===== src/rtl/arb_pkg.sv =====
// rtl/arb_pkg.sv - shared types and helpers for the weighted round-robin arbiter
//
// Purpose: arbiter FSM state encoding and the effective-weight helper.
// Ports: none (package).
package arb_pkg;

  typedef enum logic {
    IDLE    = 1'b0,
    GRANTED = 1'b1
  } arb_state_e;

  // A weight of zero would starve its owner of any transfer, so it is promoted to one.
  function automatic int unsigned weff(input int unsigned w);
    return (w == 0) ? 1 : w;
  endfunction

endpackage


===== src/rtl/priority_pick.sv =====
// rtl/priority_pick.sv - lowest-set-bit picker with one-hot and encoded outputs
//
// Purpose: picks the lowest-index set bit of req_i.
// Ports:
//   req_i    in  N              candidate request vector
//   onehot_o out N              one-hot of the lowest set bit, zero if none
//   enc_o    out $clog2(N)+1    index of the lowest set bit, all-ones if none
//   valid_o  out 1              any bit of req_i set
module priority_pick #(
  parameter int N = 8
) (
  input  logic [N-1:0]       req_i,
  output logic [N-1:0]       onehot_o,
  output logic [$clog2(N):0] enc_o,
  output logic               valid_o
);

  localparam int EncWidth = $clog2(N) + 1;

  // Two's-complement trick isolates the lowest set bit.
  assign onehot_o = req_i & (~req_i + N'(1));
  assign valid_o  = |req_i;

  // Scan downward so the lowest set index is the last one written.
  always_comb begin
    enc_o = '1;
    for (int i = N - 1; i >= 0; i--) begin
      if (req_i[i]) begin
        enc_o = EncWidth'(i);
      end
    end
  end

endmodule


===== src/rtl/weighted_rr_arbiter.sv =====
// rtl/weighted_rr_arbiter.sv - registered weighted round-robin arbiter with grant hold and lock
//
// Purpose: the owner keeps the grant for up to weight[i] acked transfers, then priority
// rotates past it; lock[owner] holds the grant indefinitely.
// Ports:
//   clk, rst     clock, synchronous active-high reset
//   ce           clock enable, all state frozen when low
//   req          per-requester level request
//   lock         lock[owner] holds the grant regardless of credit
//   weight       per-requester weight, field i = weight[i*WeightWidth +: WeightWidth]
//   ack          owner completed one transfer this cycle
//   grant_valid  a grant is active
//   grant        registered one-hot grant
//   grant_enc    encoded grant, all-ones when no grant
module weighted_rr_arbiter
  import arb_pkg::*;
#(
  parameter int NumRequests = 8,
  parameter int WeightWidth = 4
) (
  input  logic                               clk,
  input  logic                               rst,
  input  logic                               ce,
  input  logic [NumRequests-1:0]             req,
  input  logic [NumRequests-1:0]             lock,
  input  logic [NumRequests*WeightWidth-1:0] weight,
  input  logic                               ack,
  output logic                               grant_valid,
  output logic [NumRequests-1:0]             grant,
  output logic [$clog2(NumRequests):0]       grant_enc
);

  localparam int N  = NumRequests;
  localparam int W  = WeightWidth;
  localparam int EW = $clog2(NumRequests) + 1;

  arb_state_e     state_q, state_d;
  logic [N-1:0]   grant_q, grant_d;
  logic [N-1:0]   mask_q, mask_d;
  logic [W-1:0]   credit_q, credit_d;
  logic [EW-1:0]  enc_q, enc_d;
  logic           valid_q, valid_d;

  logic           owner_req, owner_lock, release_now;
  logic [N-1:0]   upto_owner, release_mask;
  logic [N-1:0]   pick_req, pick_mask, masked_req;
  logic [N-1:0]   m_onehot, u_onehot, winner_oh;
  logic [EW-1:0]  m_enc, u_enc, winner_enc;
  logic           m_valid, u_valid;
  logic [W-1:0]   winner_w, credit_load;

  assign owner_req  = |(req & grant_q);
  assign owner_lock = |(lock & grant_q);

  // Bits 0..owner set; its complement is the rotated priority mask.
  assign upto_owner   = {grant_q[N-2:0], 1'b0} - N'(1);
  assign release_mask = ~upto_owner;

  assign release_now = (state_q == GRANTED) && !owner_lock &&
                       ((ack && (credit_q == W'(1))) || !owner_req);

  // On release the outgoing owner is excluded and the new mask applies in the same edge,
  // so a lone owner always passes through IDLE before being re-granted.
  assign pick_req   = (state_q == GRANTED) ? (req & ~grant_q) : req;
  assign pick_mask  = (state_q == GRANTED) ? release_mask : mask_q;
  assign masked_req = pick_req & pick_mask;

  priority_pick #(.N(N)) u_pick_masked (
    .req_i    (masked_req),
    .onehot_o (m_onehot),
    .enc_o    (m_enc),
    .valid_o  (m_valid)
  );

  priority_pick #(.N(N)) u_pick_unmasked (
    .req_i    (pick_req),
    .onehot_o (u_onehot),
    .enc_o    (u_enc),
    .valid_o  (u_valid)
  );

  assign winner_oh  = m_valid ? m_onehot : u_onehot;
  assign winner_enc = m_valid ? m_enc : u_enc;

  always_comb begin
    winner_w = '0;
    for (int i = 0; i < N; i++) begin
      if (winner_oh[i]) begin
        winner_w = winner_w | weight[i*W +: W];
      end
    end
  end

  assign credit_load = W'(weff(32'(winner_w)));

  always_comb begin
    state_d  = state_q;
    grant_d  = grant_q;
    mask_d   = mask_q;
    credit_d = credit_q;
    enc_d    = enc_q;
    valid_d  = valid_q;
    case (state_q)
      IDLE: begin
        if (u_valid) begin
          state_d  = GRANTED;
          grant_d  = winner_oh;
          enc_d    = winner_enc;
          credit_d = credit_load;
          valid_d  = 1'b1;
        end
      end
      GRANTED: begin
        if (release_now) begin
          mask_d = release_mask;
          if (u_valid) begin
            grant_d  = winner_oh;
            enc_d    = winner_enc;
            credit_d = credit_load;
          end else begin
            state_d  = IDLE;
            grant_d  = '0;
            enc_d    = '1;
            credit_d = '0;
            valid_d  = 1'b0;
          end
        end else if (ack && (credit_q > W'(1))) begin
          // Under lock the credit bottoms out at one instead of releasing.
          credit_d = credit_q - W'(1);
        end
      end
      default: state_d = IDLE;
    endcase
  end

  always_ff @(posedge clk) begin
    if (rst) begin
      state_q  <= IDLE;
      grant_q  <= '0;
      mask_q   <= '1;
      credit_q <= '0;
      enc_q    <= '1;
      valid_q  <= 1'b0;
    end else if (ce) begin
      state_q  <= state_d;
      grant_q  <= grant_d;
      mask_q   <= mask_d;
      credit_q <= credit_d;
      enc_q    <= enc_d;
      valid_q  <= valid_d;
    end
  end

  assign grant       = grant_q;
  assign grant_enc   = enc_q;
  assign grant_valid = valid_q;

endmodule


===== config.mk =====
export PLATFORM = sky130hd
export DESIGN_NAME = weighted_rr_arbiter
export DESIGN_NICKNAME = d
export VERILOG_FILES = /design/src/rtl/arb_pkg.sv /design/src/rtl/priority_pick.sv /design/src/rtl/weighted_rr_arbiter.sv
export SDC_FILE = /design/constraint.sdc
export NUM_CORES = 1
export LEC_CHECK = 0
export BUFFER_PORTS_ARGS = -buffer_cell sky130_fd_sc_hd__buf_2
export CAP_MARGIN = 20
export CORE_MARGIN = 2
export CORE_UTILIZATION = 57
export CTS_BUF_LIST = sky130_fd_sc_hd__clkbuf_8
export DETAILED_ROUTE_END_ITERATION = 10
export GPL_TIMING_DRIVEN = 0
export PLACE_DENSITY = 0.95
export SLEW_MARGIN = 0
export SYNTH_ARGS = -nofsm -noshare
export SYNTH_HDL_FRONTEND = slang
export SYNTH_HIERARCHICAL = 1
export SYNTH_SLANG_ARGS = --single-unit

===== constraint.sdc =====
create_clock -name clk -period 7.2 [get_ports clk]
set_input_delay 1.44 -clock clk [delete_from_list [all_inputs] [get_ports clk]]
set_output_delay 1.44 -clock clk [all_outputs]
set_load 0.005 [all_outputs]

==> qor.yml, run 1 <==
status: "completed"
rows: 22
ir_drop_mv: 0.1570
finalMaxSlewViolations: 0
syn-cell-area_mm2: 0.002106
switching_share_pct: 35.04
first_global_vias: 2052
die_w_um: 64.78
cp_num_buf_inv: 2
drtAntennaViolNets: 0
layout-drive-gt1-share_pct: 30.22
crit_chain: "buf_2, a21boi_0, nor2b_1, nor4_4, nand2_2, or3_1, buf_6, mux2_2, a22o_1, a221oi_2, nand3_1, a311o_1, a31o_1"
post-route-period-util_pct: 64.09
pwr-share-clk_pct: 22.6
antenna_found_initial: 0
synth_top_area_share_pct: 24.72
first_iter_violations: 221
die_height_um: 64.78
slowest_delay_ps: 710
p_comb_share_pct: 38.6
max_freq_mhz: 216.7
synth_cell_type_count: 52
drt-total-wl_um: 6315
clkSinkCount: 26
seq_power_share_pct: 38.8
synth_seq_cells: 26
start_util_pct: 58.40
async_flop_share_pct: 0
place_ws_ps: 2341
cts-root-buf: "clkbuf_8"
worstSkewPairLatency_ps: 270
cp-start-kind: "input pin"
layout_common_cells: "buf_2, dfxtp_1, a21oi_1, a22oi_1, nor2_1"
layout.nets: 378
cts_buffers: 3
tns_ps: 0
synth.area.top_cells: "dfxtp_1, mux2i_1, a22oi_1"
grt_first_pass_wirelength_um: 9963
report.final.setup_viol: 0
worstSetupPathType: "input pin to register"
num_vias: 2350
grt_max_degree: 15
power_switching_mw: 0.1502
cp-end-kind: "register"
numPortBuffers: 63
via_per_inst: 6.369
cpMaxStageDelayCell: "a21boi_0"
placedCellCount: 365
dieArea_mm2: 0.004196
overflow: 0
rsz0062_at_grt: "false"
p_total_mw: 0.4288
ios: 65
wl_per_cell_um: 17.11
clock_tree.buffer_depth: 2
ctsHtreeMaxLevel: 1
cts_hold_buf: 0
tightest_slew_ps: 979.1
syn_avg_cell_area_um2: 8.290
seq_area_um2: 520.5
hpwl_um: 4657
p_int_mw: 0.2786
syn_nets: 310
diodes: 0
path_delay_family: "compound AO/OA/AOI/OAI gates"
final.min_clock_period_ps: 4614
drcViolationCount: 0
grt.total_usage_pct: 30.45
multi_input_area_mm2: 0.001460
max_slew_margin_pct: 34.14
hold_path.class: "register to register"
cp.arrival_ps: 4790
core_mm2: 0.003606
final_cell_count_no_fill: 369
postCtsSetupRepairBufs: 0
seq_area_frac_synth_pct: 24.72
final-hold-violation-count: 0
setup_ws_ps: 2586
dr.pass1.iters: 5
maxCapViolCount: 0
area_growth_pct: 20.44
place_congestion: 0.9194
yosys.area.top_type: "dfxtp_1"
crit_fanout: 10
final_common_cell: "buf_2"
cts_resized: 0
power.density_mw_per_mm2: 169.1
p_leak_nw: 1.124
cts_tree: "done"
ys_warn_count: 6
synthCells: 254
cp_data_required_time_ps: 7380
clk_pin_slew_ps: 90
synth_ff_type: "dfxtp_1"
finalClockSkew_ps: 2.972
synth_edf_count: 0
num-fill-cells: 278
[state kept, by name, indices dropped and copies added, names as in the netlist]
name         flops
grant_enc        4
mask_q           8
credit_q         4
grant_valid      1
grant            8
state_q          1
[area by class of cell]
type / instances / area share [%]
buffer: 15 / 3.305
timing repair buffer: 63 / 12.43
sequential: 26 / 20.52
clock buffer: 4 / 2.171
tap: 48 / 2.368
inverter: 11 / 1.628
multi-input combinational: 202 / 57.57
[metrics by stage]
stage / instance area [um^2] / hold WS [ps] / utilization, %
3_5_place_dp: 2481 / 441.0 / 68.81
3_3_place_gp: 2481 / 424.7 / 68.81
2_1_floorplan: 2106 / 418.6 / -
5_1_grt: 2536 / 490.3 / 70.33
4_1_cts: 2536 / 461.7 / 70.33
6_report: 2536 / 467.0 / 70.33
[worst reg2reg max path: cells and delay by family (launching register included)]
| family | cells | cell delay [ps] |
|---|---|---|
| compound gates | 5 | 1430 |
| buf+inv | 3 | 1110 |
| flops | 1 | 380 |
| mux | 1 | 340 |
| simple gates | 5 | 1210 |
[cell families after synthesis]
kind of cell | share of synthesized area (%)
buffers and inverters | 5.942
and+or+nand+nor | 26.32
xor gates and xnor gates | 2.080
muxes | 10.64
DFF | 24.72
AOI/OAI and AO/OA | 27.93
adders and majority gates | 2.377
[power groups by stage]
stage | Combinational, mW | Clock, mW | Sequential, mW
after floorplan | 0.112 | 0 | 0.167
after global placement | 0.155 | 0 | 0.169
after detailed placement | 0.159 | 0 | 0.169
after CTS | 0.161 | 0.0952 | 0.166
after global routing | 0.180 | 0.105 | 0.168
final | 0.166 | 0.0968 | 0.166
[worst paths after layout]
kind	from	endpoint	slack, ps	cells after the start
worst max-delay path	req[1]	credit_q[0]	2590	13
worst min-delay path	mask_q[0]	mask_q[0]	470	1
worst max register to register	state_q	credit_q[0]	2640	14
worst min register to register	mask_q[0]	mask_q[0]	470	1
[cells in the mapped netlist, types with 2 or more instances]
cell,number
a21oi_1,17
nor3_1,9
ha_1,4
a211o_1,11
buf_4,5
clkbuf_1,7
nand2b_1,3
nand4_1,2
o31a_1,2
mux2_2,7
nor4_4,2
mux2i_1,13
and3_2,4
nand2_1,13
nor2b_1,7
inv_1,11
xnor2_1,4
nor2_1,14
nand3_1,13
a221oi_1,3
nor4b_1,2
a22oi_1,15
and3_1,8
a32o_1,2
nor3b_1,8
and2_2,3
or3_1,2
a22o_1,4
o21a_1,2
a21boi_0,8
nand2_2,3
dfxtp_1,26
[layer usage]
layer	global-route usage [%]	wire, um	vias up
met5	0	0	-
met2	50.90	3001	144
met1	41.55	2648	1093
met4	8.511	89	0
li1	-	-	1102
met3	3.125	576	11
(Power assumes the default switching activity.)
==> run 2, diff against run 1 <==
CORE_UTILIZATION = 48   (was 57)
PLACE_DENSITY = 0.91   (was 0.95)
clock period = 4.2 ns   (was 7.2 ns; I/O delays follow)
==> qor.yml, run 2 (synthesis results as in run 1) <==
drt-total-wl_um: 6213
post-route-period-util_pct: 93.40
ctsHtreeMaxLevel: 1
cpMaxStageDelayCell: "dfxtp_1"
worstSetupPathType: "register to register"
drcViolationCount: 0
worstSkewPairLatency_ps: 280
dr.pass1.iters: 4
antenna_found_initial: 0
hp-start: "grant_enc[0]"
cp_data_required_time_ps: 4390
hpwl_um: 4828
cts_tree: "done"
diodes: 0
hold_ws_ps: 470.2
rr_endpoint: "credit_q[0]"
max_slew_margin_pct: 36.26
num_vias: 2259
drtAntennaViolNets: 0
rr_startpoint: "state_q"
power.density_mw_per_mm2: 302.8
p_total_mw: 0.7751
max_freq_mhz: 254.9
crit_chain: "clkbuf_2, buf_2, mux2i_1, nor2b_1, nor4_4, nand2_2, or3_1, buf_6, mux2_4, a22o_1, a221oi_2, nand3_1, a311o_1, a31o_1"
first_iter_violations: 164
cts-root-buf: "clkbuf_8"
die_w_um: 70.24
slowest_delay_ps: 390
start_util_pct: 49.04
final_cell_count_no_fill: 373
ios: 65
place_congestion: 0.9297
cp.arrival_ps: 4110
dieArea_mm2: 0.004933
clkSinkCount: 26
cp-start-kind: "register"
status: "completed"
numPortBuffers: 63
maxCapViolCount: 0
cts_hold_buf: 0
tightest_slew_ps: 947.6
report.final.setup_viol: 0
layout_common_cells: "buf_2, dfxtp_1, a21oi_1, a22oi_1, nor2_1"
min_path_cells: 1
clk_pin_slew_ps: 100
rrSetupSlack_ps: 280
hold_path.class: "register to register"
wl_per_cell_um: 16.66
postCtsSetupRepairBufs: 0
final-hold-violation-count: 0
placedCellCount: 369
area_growth_pct: 21.57
rsz0062_at_grt: "false"
p_leak_nw: 1.138
cp-end-kind: "register"
finalClockSkew_ps: 11.55
grt.total_usage_pct: 24.54
clock_tree.buffer_depth: 2
finalMaxSlewViolations: 0
layout.nets: 378
first_global_vias: 2072
final.min_clock_period_ps: 3923
grt_first_pass_wirelength_um: 9722
ir_drop_mv: 0.1686
hold_end: "grant_enc[0]"
overflow: 0
rr_worst_depth: 14
rows: 24
die_height_um: 70.24
crit_fanout: 10
layout-drive-gt1-share_pct: 30.84
grt_max_degree: 16
via_per_inst: 6.056
final_common_cell: "buf_2"
core_mm2: 0.004294
cts_buffers: 3
[run 2: cell types whose count changed in the layout (fill, tap and decap cells not counted), sizes merged]
cell	previous run	this run
bufinv	0	1
clkbuf	11	10
[run 2: stage by stage]
| step | worst slack [ps] | utilization [%] | area, um^2 | setup TNS, ps |
|---|---|---|---|---|
| after floorplan | 370.0 | - | 2106 | 0 |
| after global placement | -122.2 | 57.90 | 2486 | -135.4 |
| after detailed placement | -197.7 | 57.90 | 2486 | -306.1 |
| after CTS | 95.99 | 59.59 | 2559 | 0 |
| after global routing | 48.46 | 59.62 | 2560 | 0 |
| final | 277.2 | 59.62 | 2560 | 0 |
[run 2: critical path: cells and delay by family (launching register included)]
family	cells	cell delay, ps
multiplexers	2	600
AND/OR/NAND/NOR	5	1160
buffers and inverters	3	730
flip-flops	1	390
AO/OA/AOI/OAI	4	960
[run 2: how the worst max path moves through the flow]
| stage | end | from | slack [ps] |
|---|---|---|---|
| after global placement | credit_q[0] | state_q | -120 |
| after global routing | credit_q[0] | state_q | 50 |
| after CTS | credit_q[0] | state_q | 100 |
| final | credit_q[0] | state_q | 280 |
| after detailed placement | credit_q[0] | state_q | -200 |
| after floorplan | credit_q[0] | state_q | 370 |
[run 2: area by class of cell]
type | instances | area [um^2]
tap | 52 | 65.06
inverter | 11 | 41.29
multi-input combinational | 202 | 1460
clock inverter | 1 | 30.03
buffer | 15 | 86.33
clock buffer | 3 | 41.29
timing repair buffer | 63 | 315.3
sequential | 26 | 520.5
fill | 381 | 1734
[run 2: layer usage]
layer	vias to the layer above	global-route usage, %	routed length [um]
met5	-	0	0
met4	0	9.402	130
met3	11	2.309	418
met2	96	41.40	2948
met1	1051	32.21	2715
li1	1101	-	-
[run 2: timing repair]
action,4_1_cts,5_1_grt
resized for setup,1,4
endpoints found under the setup margin,2,2
gates cloned,0,0
[run 2: report_power, final]
part	total, mW	leakage [nW]	internal (mW)	switching [mW]
clock network	0.212	0.0357	0.128	0.0838
registers	0.286	0.214	0.268	0.0180
logic	0.278	0.889	0.126	0.152
total	0.775	1.14	0.522	0.254
==> run 3, diff against run 2 <==
CORE_UTILIZATION = 57   (was 48)
GPL_TIMING_DRIVEN = not set   (was 0)
PLACE_DENSITY = 0.95   (was 0.91)
clock period = 5 ns   (was 4.2 ns; I/O delays follow)
==> qor.yml, run 3 (synthesis results as in run 1) <==
diodes: 0
p_leak_nw: 1.105
dpl_cell_area_mm2: 0.002425
cp-start-kind: "register"
layout.nets: 367
finalMaxSlewViolations: 0
placedCellCount: 354
maxCapViolCount: 0
numPortBuffers: 64
layout-drive-gt1-share_pct: 30.32
hpwl_um: 4633
final-hold-violation-count: 0
cp_data_required_time_ps: 5170
overflow: 0
via_per_inst: 6.288
postLayoutCoreUtil_pct: 69.22
final_common_cell: "buf_2"
clkSinkCount: 26
first_iter_violations: 205
grt_use_met1_pct: 40.24
place_congestion: 0.9324
worstSetupPathType: "register to register"
cts_hold_buf: 0
tns_ps: 0
grt_use_met3_pct: 1.563
met2_usage_pct: 50.90
dieArea_mm2: 0.004196
start_util_pct: 58.40
status: "completed"
rsz0062_at_grt: "false"
setup_ws_ps: 712.3
cts-root-buf: "clkbuf_8"
cp.arrival_ps: 4460
final_cell_count_no_fill: 358
cts_resized: 0
grt_most_used_layer: "met2"
report.final.setup_viol: 0
design_area_mm2: 0.002496
drt-total-wl_um: 6078
max_slew_margin_pct: 38.55
layout_common_cells: "buf_2, dfxtp_1, a21oi_1, a22oi_1, nor2_1"
rr_worst_depth: 11
num_vias: 2251
cp-end-kind: "register"
drtAntennaViolNets: 0
drcViolationCount: 0
worstSkewPairLatency_ps: 280
clk_pin_slew_ps: 90
min_path_cells: 1
hold_path.class: "register to register"
wl_per_cell_um: 16.98
p_total_mw: 0.6441
hold_ws_ps: 468.7
grt_first_pass_wirelength_um: 9784
area_growth_pct: 18.54
first_global_vias: 2041
grt.total_usage_pct: 29.94
ir_drop_mv: 0.2198
post-route-period-util_pct: 85.75
die_height_um: 64.78
tightest_slew_ps: 913.5
clock_tree.buffer_depth: 2
antenna_found_initial: 0
ios: 65
die_w_um: 64.78
cts_buffers: 3
rows: 22
postCtsSetupRepairBufs: 0
core_mm2: 0.003606
power.density_mw_per_mm2: 258.0
crit_fanout: 22
grt_max_degree: 28
cts_tree: "done"
ctsHtreeMaxLevel: 1
max_freq_mhz: 233.2
final.min_clock_period_ps: 4288
place_ws_ps: 697.3
dr.pass1.iters: 4
finalClockSkew_ps: 6.237
-- run 3: area by class of cell --
class	count	area [um^2]
flip-flops and latches	26	520.5
clock buffers	3	41.29
well taps	48	60.06
inverters	11	41.29
clock inverters	1	30.03
fillers	301	1110
repair buffers	67	342.8
multi-input cells	202	1460
-- run 3: path summary, 6_finish.rpt --
kind	slack (ps)	end	from
worst max-delay path	710	credit_q[2]	state_q
worst min-delay path	470	grant_enc[0]	grant_enc[0]
worst max register to register	710	credit_q[2]	state_q
worst min register to register	470	grant_enc[0]	grant_enc[0]
-- run 3: per-layer routing --
layer  vias up  part of all wire, %
met5         -                    0
met4         0                  2.6
met3        15                  7.6
met2       107                   47
met1      1054                   43
li1       1075                    -
-- run 3: worst max-delay path, stage by stage, from the launching register on --
cell	delay (ps)
dfxtp_1	890
a21boi_0	450
nor2b_1	310
nor4_4	320
nand2_2	110
or3_1	560
mux2_2	430
a22o_1	250
a221oi_1	230
and3_1	280
mux2i_1	120
a32o_1	230
-- run 3: power by group --
| group | leakage, nW | internal, mW | switching [mW] | total [mW] |
|---|---|---|---|---|
| Sequential | 0.214 | 0.225 | 0.0200 | 0.245 |
| Clock | 0.0357 | 0.107 | 0.0677 | 0.175 |
| Combinational | 0.855 | 0.101 | 0.123 | 0.224 |
| Total | 1.10 | 0.433 | 0.211 | 0.644 |
